File: config.mk
export PLATFORM = sky130hd
export DESIGN_NAME = dmem_arbiter_flat
export DESIGN_NICKNAME = d
export VERILOG_FILES = /design/src/rtl/dmem_arbiter_if.sv /design/src/rtl/dmem_arbiter.sv /design/src/flat_wrapper.sv
export SDC_FILE = /design/constraint.sdc
export NUM_CORES = 1
export LEC_CHECK = 0
export CAP_MARGIN = 10
export CORE_UTILIZATION = 39
export DETAILED_ROUTE_END_ITERATION = 8
export PLACE_DENSITY = 0.85
export SETUP_SLACK_MARGIN = 0.15
export SLEW_MARGIN = 20
export SYNTH_ARGS = -nofsm -noshare
export SYNTH_HDL_FRONTEND = slang
export SYNTH_SLANG_ARGS = --single-unit
File: constraint.sdc
create_clock -name clk -period 3.6 [get_ports clk]
set_clock_uncertainty 0.1 [all_clocks]
set_input_delay 0.72 -clock clk [delete_from_list [all_inputs] [get_ports clk]]
set_output_delay 0.72 -clock clk [all_outputs]
set_load 0.05 [all_outputs]
File: src/rtl/dmem_arbiter_if.sv
// Requester-side bus of the data-memory arbiter: two request ports (A = CPU, B = debug/DMA),
// their completion pulses, the shared read-data return and the busy flag.
interface dmem_arbiter_if;
   logic        a_req;
   logic [31:0] a_addr;
   logic        a_we;
   logic [31:0] a_wdata;
   logic        a_done;
   logic        a_err;

   logic        b_req;
   logic [31:0] b_addr;
   logic        b_we;
   logic [31:0] b_wdata;
   logic        b_done;
   logic        b_err;

   logic [31:0] rdata;
   logic        busy;

   modport master (
      output a_req, a_addr, a_we, a_wdata,
      output b_req, b_addr, b_we, b_wdata,
      input  a_done, a_err, b_done, b_err, rdata, busy
   );

   modport slave (
      input  a_req, a_addr, a_we, a_wdata,
      input  b_req, b_addr, b_we, b_wdata,
      output a_done, a_err, b_done, b_err, rdata, busy
   );
endinterface

File: src/rtl/dmem_arbiter.sv
// Arbitrates the single-port data RAM between CPU port A and loader port B, decodes the
// global/stack regions into an 11-bit word index and sequences one RAM access per request.
module dmem_arbiter #(
   parameter int unsigned MAX_WAIT = 4
) (
   input  logic          clk,
   input  logic          rst_n,
   dmem_arbiter_if.slave bus,
   output logic [10:0]   mem_addr,
   output logic          mem_en,
   output logic          mem_we,
   output logic [31:0]   mem_wdata,
   input  logic [31:0]   mem_rdata
);
   localparam int unsigned DW   = 32;
   localparam int unsigned IW   = 11;
   localparam int unsigned CW   = 3;
   localparam int unsigned CMAX = (1 << CW) - 1;
   localparam logic [CW-1:0] MAX_WAIT_C = CW'((MAX_WAIT > CMAX) ? CMAX : MAX_WAIT);

   typedef enum logic [1:0] {IDLE, ACCESS, RESP, ERR} state_e;

   state_e          state_q, state_d;
   logic            grant_b_q, grant_b_d;
   logic [IW-1:0]   idx_q, idx_d;
   logic            we_q, we_d;
   logic [DW-1:0]   wdata_q, wdata_d;
   logic [CW-1:0]   wait_q, wait_d;
   logic            mem_en_q, mem_en_d;
   logic            mem_we_q, mem_we_d;
   logic            a_done_q, a_done_d;
   logic            b_done_q, b_done_d;
   logic            a_err_q, a_err_d;
   logic            b_err_q, b_err_d;
   logic            busy_q, busy_d;
   logic            rd_pass_q, rd_pass_d;
   logic [DW-1:0]   rdata_q, rdata_d;

   logic            sel_b;
   logic [DW-1:0]   sel_addr;
   logic            sel_we;
   logic [DW-1:0]   sel_wdata;
   logic [IW:0]     dec;

   // {valid, index}: global maps to the low half, stack to the high half of the RAM
   function automatic logic [IW:0] decode(input logic [DW-1:0] addr);
      logic glob;
      logic stk;
      glob   = (addr[31:12] == 20'h10010);
      stk    = (addr >= 32'h7FFF_EFFC) && (addr <= 32'h7FFF_FFFB);
      decode = {(glob || stk) && (addr[1:0] == 2'b00),
                stk ? IW'(addr[12:2] + 11'd1) : addr[12:2]};
   endfunction

   always_comb begin
      state_d   = state_q;
      grant_b_d = grant_b_q;
      idx_d     = idx_q;
      we_d      = we_q;
      wdata_d   = wdata_q;
      wait_d    = wait_q;
      mem_en_d  = 1'b0;
      mem_we_d  = 1'b0;
      a_done_d  = 1'b0;
      b_done_d  = 1'b0;
      a_err_d   = 1'b0;
      b_err_d   = 1'b0;
      rd_pass_d = 1'b0;
      rdata_d   = rdata_q;

      sel_b     = bus.b_req && (!bus.a_req || (wait_q >= MAX_WAIT_C));
      sel_addr  = sel_b ? bus.b_addr  : bus.a_addr;
      sel_we    = sel_b ? bus.b_we    : bus.a_we;
      sel_wdata = sel_b ? bus.b_wdata : bus.a_wdata;
      dec       = decode(sel_addr);

      // RAM data is only present during the done cycle; keep a copy for afterwards
      if (rd_pass_q) rdata_d = mem_rdata;
      if (!bus.b_req) wait_d = '0;

      unique case (state_q)
         IDLE: begin
            if (bus.a_req || bus.b_req) begin
               grant_b_d = sel_b;
               idx_d     = dec[IW-1:0];
               we_d      = sel_we;
               wdata_d   = sel_wdata;
               if (sel_b)                             wait_d = '0;
               else if (bus.b_req && (wait_q != '1)) wait_d = wait_q + CW'(1);
               if (dec[IW]) begin
                  state_d  = ACCESS;
                  mem_en_d = 1'b1;
                  mem_we_d = sel_we;
               end else begin
                  state_d  = ERR;
                  a_done_d = !sel_b;
                  b_done_d = sel_b;
                  a_err_d  = !sel_b;
                  b_err_d  = sel_b;
               end
            end
         end
         ACCESS: begin
            state_d   = RESP;
            a_done_d  = !grant_b_q;
            b_done_d  = grant_b_q;
            rd_pass_d = !we_q;
         end
         RESP:    state_d = IDLE;
         ERR:     state_d = IDLE;
         default: state_d = IDLE;
      endcase

      busy_d = (state_d != IDLE);
   end

   always_ff @(posedge clk or negedge rst_n) begin
      if (!rst_n) begin
         state_q   <= IDLE;
         grant_b_q <= 1'b0;
         idx_q     <= '0;
         we_q      <= 1'b0;
         wdata_q   <= '0;
         wait_q    <= '0;
         mem_en_q  <= 1'b0;
         mem_we_q  <= 1'b0;
         a_done_q  <= 1'b0;
         b_done_q  <= 1'b0;
         a_err_q   <= 1'b0;
         b_err_q   <= 1'b0;
         busy_q    <= 1'b0;
         rd_pass_q <= 1'b0;
         rdata_q   <= '0;
      end else begin
         state_q   <= state_d;
         grant_b_q <= grant_b_d;
         idx_q     <= idx_d;
         we_q      <= we_d;
         wdata_q   <= wdata_d;
         wait_q    <= wait_d;
         mem_en_q  <= mem_en_d;
         mem_we_q  <= mem_we_d;
         a_done_q  <= a_done_d;
         b_done_q  <= b_done_d;
         a_err_q   <= a_err_d;
         b_err_q   <= b_err_d;
         busy_q    <= busy_d;
         rd_pass_q <= rd_pass_d;
         rdata_q   <= rdata_d;
      end
   end

   assign mem_addr   = idx_q;
   assign mem_wdata  = wdata_q;
   assign mem_en     = mem_en_q;
   assign mem_we     = mem_we_q;
   assign bus.a_done = a_done_q;
   assign bus.b_done = b_done_q;
   assign bus.a_err  = a_err_q;
   assign bus.b_err  = b_err_q;
   assign bus.busy   = busy_q;
   assign bus.rdata  = rd_pass_q ? mem_rdata : rdata_q;
endmodule

File: src/flat_wrapper.sv
// flat-port wrapper written by rule: the top's interface ports become plain ports
module dmem_arbiter_flat 
#(
   parameter int unsigned MAX_WAIT = 4
)
  (clk, rst_n, mem_addr, mem_en, mem_we, mem_wdata, mem_rdata, bus_a_req, bus_a_addr, bus_a_we, bus_a_wdata, bus_b_req, bus_b_addr, bus_b_we, bus_b_wdata, bus_a_done, bus_a_err, bus_b_done, bus_b_err, bus_rdata, bus_busy);
  dmem_arbiter_if bus_i ();
  input  logic clk;
  input  logic rst_n;
  output logic [10:0] mem_addr;
  output logic mem_en;
  output logic mem_we;
  output logic [31:0] mem_wdata;
  input  logic [31:0] mem_rdata;
  input wire logic [$bits(bus_i.a_req)-1:0] bus_a_req;
  input wire logic [$bits(bus_i.a_addr)-1:0] bus_a_addr;
  input wire logic [$bits(bus_i.a_we)-1:0] bus_a_we;
  input wire logic [$bits(bus_i.a_wdata)-1:0] bus_a_wdata;
  input wire logic [$bits(bus_i.b_req)-1:0] bus_b_req;
  input wire logic [$bits(bus_i.b_addr)-1:0] bus_b_addr;
  input wire logic [$bits(bus_i.b_we)-1:0] bus_b_we;
  input wire logic [$bits(bus_i.b_wdata)-1:0] bus_b_wdata;
  output wire logic [$bits(bus_i.a_done)-1:0] bus_a_done;
  output wire logic [$bits(bus_i.a_err)-1:0] bus_a_err;
  output wire logic [$bits(bus_i.b_done)-1:0] bus_b_done;
  output wire logic [$bits(bus_i.b_err)-1:0] bus_b_err;
  output wire logic [$bits(bus_i.rdata)-1:0] bus_rdata;
  output wire logic [$bits(bus_i.busy)-1:0] bus_busy;
  assign bus_i.a_req = bus_a_req;
  assign bus_i.a_addr = bus_a_addr;
  assign bus_i.a_we = bus_a_we;
  assign bus_i.a_wdata = bus_a_wdata;
  assign bus_i.b_req = bus_b_req;
  assign bus_i.b_addr = bus_b_addr;
  assign bus_i.b_we = bus_b_we;
  assign bus_i.b_wdata = bus_b_wdata;
  assign bus_a_done = bus_i.a_done;
  assign bus_a_err = bus_i.a_err;
  assign bus_b_done = bus_i.b_done;
  assign bus_b_err = bus_i.b_err;
  assign bus_rdata = bus_i.rdata;
  assign bus_busy = bus_i.busy;
  dmem_arbiter #(.MAX_WAIT(MAX_WAIT)) u_core (.clk(clk), .rst_n(rst_n), .bus(bus_i), .mem_addr(mem_addr), .mem_en(mem_en), .mem_we(mem_we), .mem_wdata(mem_wdata), .mem_rdata(mem_rdata));
endmodule
==> flow_metrics.tcl <==
set metrics [dict create \
    hold_class "reg -> reg" \
    status "finished clean" \
    critical_path.startpoint "bus_a_req" \
    core_area_um2 11000 \
    wl_per_cell_um 18.8 \
    floorplan.die.height_um 109 \
    layout_common_cells "246 x clkdlybuf4s50_1, 90 x dfrtp_1, 34 x inv_1, 33 x mux2_2" \
    grt_pass1_wl_um 22400 \
    postLayoutCoreUtil_pct 67.3 \
    place_hpwl_um 11400 \
    worst-slew-pin-transition_ns 0.789 \
    synth_edf_count 0 \
    yosys_warnings 0 \
    slowest_delay_ns 0.50 \
    wl_met1_um 5890 \
    ioPinCount 248 \
    path_buf_inv 2 \
    die_area_um2 11800 \
    synth_area_per_cell_um2 11.1 \
    synth_nets 568 \
    nNetsFinal 818 \
    grt-ovfl-total 0 \
    cts_buffers 9 \
    r2r_slack_ns 1.01 \
    path_clk_slew_ns 0.06 \
    area_growth_pct 66.3 \
    regArea_um2 2250 \
    fmax_mhz 327 \
    cts_tree "yes" \
    gp_congestion 0.886 \
    ys.flop_type "dfrtp_1" \
    row_count 38 \
    drt-pass1-iter-count 9 \
    first_iter_violations 381 \
    maxSlewViolCount 0 \
    path_max_fanout 6 \
    required_ns 3.70 \
    antenna_found_initial 0 \
    r2r_end "u_core.mem_addr[7]$_DFFE_PN0P_" \
    synth_seq_area_share_pct 50.7 \
    final_antenna_net_count 0 \
    ctsHoldBuffers 0 \
    cts_sinks 90 \
    ir_worst_vdd_mv 0.880 \
    fill_cells 832 \
    p_leak_uw 0.00312 \
    cts-root-buf "clkbuf_16" \
    wl_met3_um 1150 \
    fin_crit_sh_pct 85.0 \
    multi_input_area_um2 1980 \
    final_common_cell "clkdlybuf4s50_1" \
    period_minus_slack_ns 3.06 \
    slew_headroom_pct 47.4 \
    cts_resized 0 \
    synth.distinct_cells 57 \
    critPathCapture "u_core.mem_addr[6]$_DFFE_PN0P_" \
    grt_util_all_layers_pct 25.0 \
    drive_above_1_share_pct 12.4 \
    r2r.worst_path.cells 9 \
    clockBufferDepth 2 \
    routed_via_density 5.48 \
    drc 0 \
    worstPathArrival_ns 3.16 \
    grt_max_degree 91 \
    postSynth.asyncResetShare_pct 100 \
    r2r-start "u_core.wait_q[2]$_DFF_PN0_" \
    rsz0062_at_grt "false" \
    finalSetupViolations 0 \
    io_buffers 247 \
    top_layer_used "met4" \
    die_w_um 109 \
    post-cts-setup-buffers 0 \
    vias 4352 \
    path_depth 11 \
    synth_seq_cells 90 \
    first_global_vias 4354 \
    power_density_nw_per_um2 906 \
    cpMaxStageDelayCell "o311ai_2" \
    finalHoldViolations 0 \
    path_cells "clkdlybuf4s50_1, and2b_4, o21ai_0, nand2_2, ha_1, o311ai_2, a2111oi_4, buf_4, nand4b_1, xor2_1, o221ai_1" \
    wl_um 14900 \
    finalSetupTns_ns 0 \
    path_class "in -> reg" \
    netlist_instances 399 \
    diodes 0 \
    path_delay_family "compound AO/OA/AOI/OAI gates" \
    cts_htree_levels 3 \
    syn_area_um2 4450 \
    wl_met2_um 7540 \
    worstSkewPairLatency_ns 0.34 \
    critical_path.startpoint_type "input pin" \
    worst_setup_path_end_kind "flip-flop" \
    initial_core_util_pct 40.5 \
    max_cap_violations 0 \
]
-- metal layers --
metal  track usage (%)  vias to the layer above
li1                  -                     2011
met1              30.7                     2063
met2              42.8                      247
met3              6.10                       31
met4              8.69                        0
met5                 0                        -
-- worst min path at each step --
stage	start	endpoint	slack (ns)	cells past startpoint
final	u_core.we_q$_DFFE_PN0P_	u_core.rd_pass_q$_DFF_PN0_	0.33	1
after global routing	u_core.we_q$_DFFE_PN0P_	u_core.rd_pass_q$_DFF_PN0_	0.36	1
after CTS	u_core.we_q$_DFFE_PN0P_	u_core.rd_pass_q$_DFF_PN0_	0.33	1
after detailed placement	u_core.we_q$_DFFE_PN0P_	u_core.rd_pass_q$_DFF_PN0_	0.33	1
after global placement	u_core.we_q$_DFFE_PN0P_	u_core.rd_pass_q$_DFF_PN0_	0.32	1
after floorplan	u_core.we_q$_DFFE_PN0P_	u_core.rd_pass_q$_DFF_PN0_	0.30	1
-- cells by family after synthesis --
group / after synthesis / synth area share (%)
XOR/XNOR: 11 / 2.17
AO/OA/AOI/OAI: 83 / 16.7
AND/OR/NAND/NOR: 115 / 14.0
adder cells (fa/ha/maj): 3 / 0.844
flip-flops: 90 / 50.7
multiplexers: 42 / 10.4
buffers and inverters: 55 / 5.21
-- area by class of cell --
type	count	share of cell area [%]
repair buffers	259	34.7
flip-flops and latches	90	30.5
clock inverters	4	0.339
well taps	140	2.37
inverters	35	1.78
clock buffers	12	3.61
multi-input cells	254	26.8
-- power by group --
part           switching (µW)  total (µW)  internal, µW
Clock                     379         901           522
Sequential                235        1720          1490
Combinational            2640        4080          1430
Total                    3260        6700          3440
-- through the flow --
stage                     instance area (µm²)  setup slack [ns]  instances  power [µW]  hold slack, ns
after global placement                   7100             0.258        778        5720           0.317
final                                    7390             0.541        794        6700           0.333
after global routing                     7390             0.406        794        7020           0.363
after detailed placement                 7100             0.172        778        5810           0.325
after CTS                                7390             0.548        794        6750           0.335
after floorplan                          4450             0.308        399        4330           0.303
-- state kept, by name, indices dropped and copies added, names as in the netlist --
register           cells
u_core.bus.b_done      1
u_core.mem_we          1
u_core.mem_wdata      32
u_core.bus.b_err       1
u_core.rd_pass_q       1
u_core.bus.a_done      1
u_core.mem_addr       11
u_core.rdata_q        32
u_core.bus.busy        1
u_core.we_q            1
u_core.state_q         2
u_core.grant_b_q       1
u_core.bus.a_err       1
u_core.mem_en          1
u_core.wait_q          3
-- synth_stat cells (all sizes together), types with 3 or more instances --
master	instances	area (µm²)
dfrtp	90	2250
inv	35	131
mux2	33	372
nand2	33	126
a222oi	32	320
nand4	22	144
o21ai	21	109
nor2	20	91.3
clkbuf	14	62.6
mux2i	9	90.1
nand3	8	40.0
nor4	8	50.1
a21oi	7	38.8
buf	6	37.5
xor2	6	52.6
xnor2	5	43.8
nand2b	4	32.5
nor3	4	20.0
ha	3	37.5
o211ai	3	22.5
or4	3	22.5
No activity file was read; power rests on OpenSTA's default activity.
==> variant: new RTL, config.mk and constraints unchanged <==
Change the localparam `CW` from 3 to 4.
--- a/src/rtl/dmem_arbiter.sv
+++ b/src/rtl/dmem_arbiter.sv
@@ -15,5 +15,5 @@
    localparam int unsigned DW   = 32;
    localparam int unsigned IW   = 11;
-   localparam int unsigned CW   = 3;
+   localparam int unsigned CW   = 4;
    localparam int unsigned CMAX = (1 << CW) - 1;
    localparam logic [CW-1:0] MAX_WAIT_C = CW'((MAX_WAIT > CMAX) ? CMAX : MAX_WAIT);
Check against the original RTL: no difference found for any inputs over 4 cycles, from zero or initial values and one cycle with rst_n low; that may be too few to reach the edited logic, so the function may still have changed.
==> variant against the original RTL <==
Cell area is 0.39% lower; routed wire length is 7.2% lower; hold slack worse by 0.027 ns; core utilization is 0.62 points higher; setup slack worse by 0.15 ns; critical path depth is 2 higher; non-clock buffer count is 14 higher; total power is 3.3% lower; area after synthesis is 2.2% lower; sequential power hardly changed; sequential cell count is 1 higher.
==> variant: results (changes against the original RTL) <==
stage;metric;value;unit;change
run_status;outcome;finished, final reports clean;;
cells_and_area;drive_gt1_share;13.98;%;+1.6 points
route;drt-total-wl;13.86;mm;-7.2%
yosys;synthTopCellsByCount;dfrtp_1, and3_1, nand2_1;;
clocking;htreeDepth;3;;unchanged
place;gp_congestion;0.9428;;+6.5%
power;p_leak;0.003086;uW;-1.2%
sta;worstMarginPinSlew;0.9373;ns;+0.1487 ns
global_route;grt_max_degree;87;;-4.4%
yosys;synthTopCellsByArea;dfrtp_1, mux2_2, a221o_1, and3_1, nand2_1;;
yosys;yosysSeqAreaShare;52.39;%;+1.7 points
route;drtPass1Iterations;4;;-5
route;routed_via_density;5.436;;-0.82%
worst_hold_path;min_path_type;input port to async pin;;
yosys;synth_cell_types;47;;-18%
critical_path;rrSetupSlack;0.43;ns;-0.58 ns
global_route;grt_usage;23.97;%;-1.0 points
place;dp_hpwl;10.51;mm;-7.7%
critical_path;r2r.worst_path.cells;15;;+6
cells_and_area;fillers;826;;-0.72%
power;ir_drop;0.7866;mV;-11%
global_route;first_global_vias;4370;;+0.37%
route;drt_iter0_markers;309;;-19%
clocking;cts-root-buf;clkbuf_8;;
clocking;path_clk_slew;0.09;ns;+0.03 ns
clocking;cts_buffer_depth;2;;unchanged
cells_and_area;layout.nets;814;;-0.49%
critical_path;critical_path_peak_fanout;5;;-1
global_route;grt_pass1_wl;21.40;mm;-4.5%
sta;whs;0.3059;ns;-0.02665 ns
critical_path;slowest_stage;clkdlybuf4s50_1;;
yosys;syn_nets;554;;-2.5%
critical_path;slowest_delay;0.45;ns;-0.05 ns
critical_path;worstPathArrival;3.35;ns;+0.19 ns
## variant: through the flow
step           setup WS [ns]  area [um^2]  cells  power [uW]  setup TNS [ns]
3_5_place_dp         -0.3975         7087    770        5785          -3.315
6_report              0.3873         7363    791        6475               0
5_1_grt               0.2271         7363    791        6787               0
2_1_floorplan         0.1608         4387    386        4334               0
3_3_place_gp         -0.2075         7087    770        5700          -1.067
4_1_cts               0.2202         7335    789        6525               0
## variant: what timing repair did
| action | in CTS | in global routing |
|---|---|---|
| gates cloned | 0 | 0 |
| resized for setup | 4 | 5 |
| setup buffers | 3 | 2 |
| pin swaps | 3 | 4 |
| setup endpoints to repair | 8 | 8 |
## variant: area by class of cell
cell class	instances	area, um^2	share of cell area (%)
clock inverter	5	60.06	0.8156
multi-input combinational	267	2014	27.36
tap	140	175.2	2.379
clock buffer	11	151.4	2.056
inverter	4	15.01	0.2039
timing repair buffer	273	2670	36.26
sequential	91	2277	30.93
## variant: cells by family after synthesis
kind of cell,Yosys count,share of synthesized area (%)
simple gates,142,18.22
flops,91,52.39
compound gates,71,13.70
mux,42,10.59
buf+inv,28,2.504
xor+xnor,10,2.015
fa+ha+maj,2,0.5756
## variant: per-layer routing
| layer | wire (um) | up-vias | global-route usage (%) |
|---|---|---|---|
| met5 | 0 | - | 0 |
| met4 | 364 | 0 | 10.08 |
| met3 | 998 | 30 | 4.782 |
| met2 | 6739 | 214 | 40.34 |
| met1 | 5752 | 2070 | 29.90 |
| li1 | - | 1986 | - |
## variant: how the worst max path moves through the flow
| stage | startpoint | end | slack (ns) | cells past startpoint |
|---|---|---|---|---|
| after CTS | bus_b_req | u_core.mem_addr[7] | 0.22 | 15 |
| after global routing | u_core.wait_q[2] | u_core.mem_addr[7] | 0.23 | 14 |
| after global placement | bus_a_req | u_core.mem_addr[7] | -0.21 | 14 |
| after detailed placement | bus_a_req | u_core.mem_addr[7] | -0.40 | 14 |
| after floorplan | bus_a_req | u_core.mem_addr[7] | 0.16 | 15 |
| final | bus_a_addr[2] | u_core.mem_addr[7] | 0.39 | 13 |
## variant: power by group
group,switching [uW],internal (uW),leakage [uW],total [uW]
clock,359,362,0.000106,721
sequential,224,1490,0.00112,1720
combinational,2540,1490,0.00186,4040
total,3130,3350,0.00309,6470
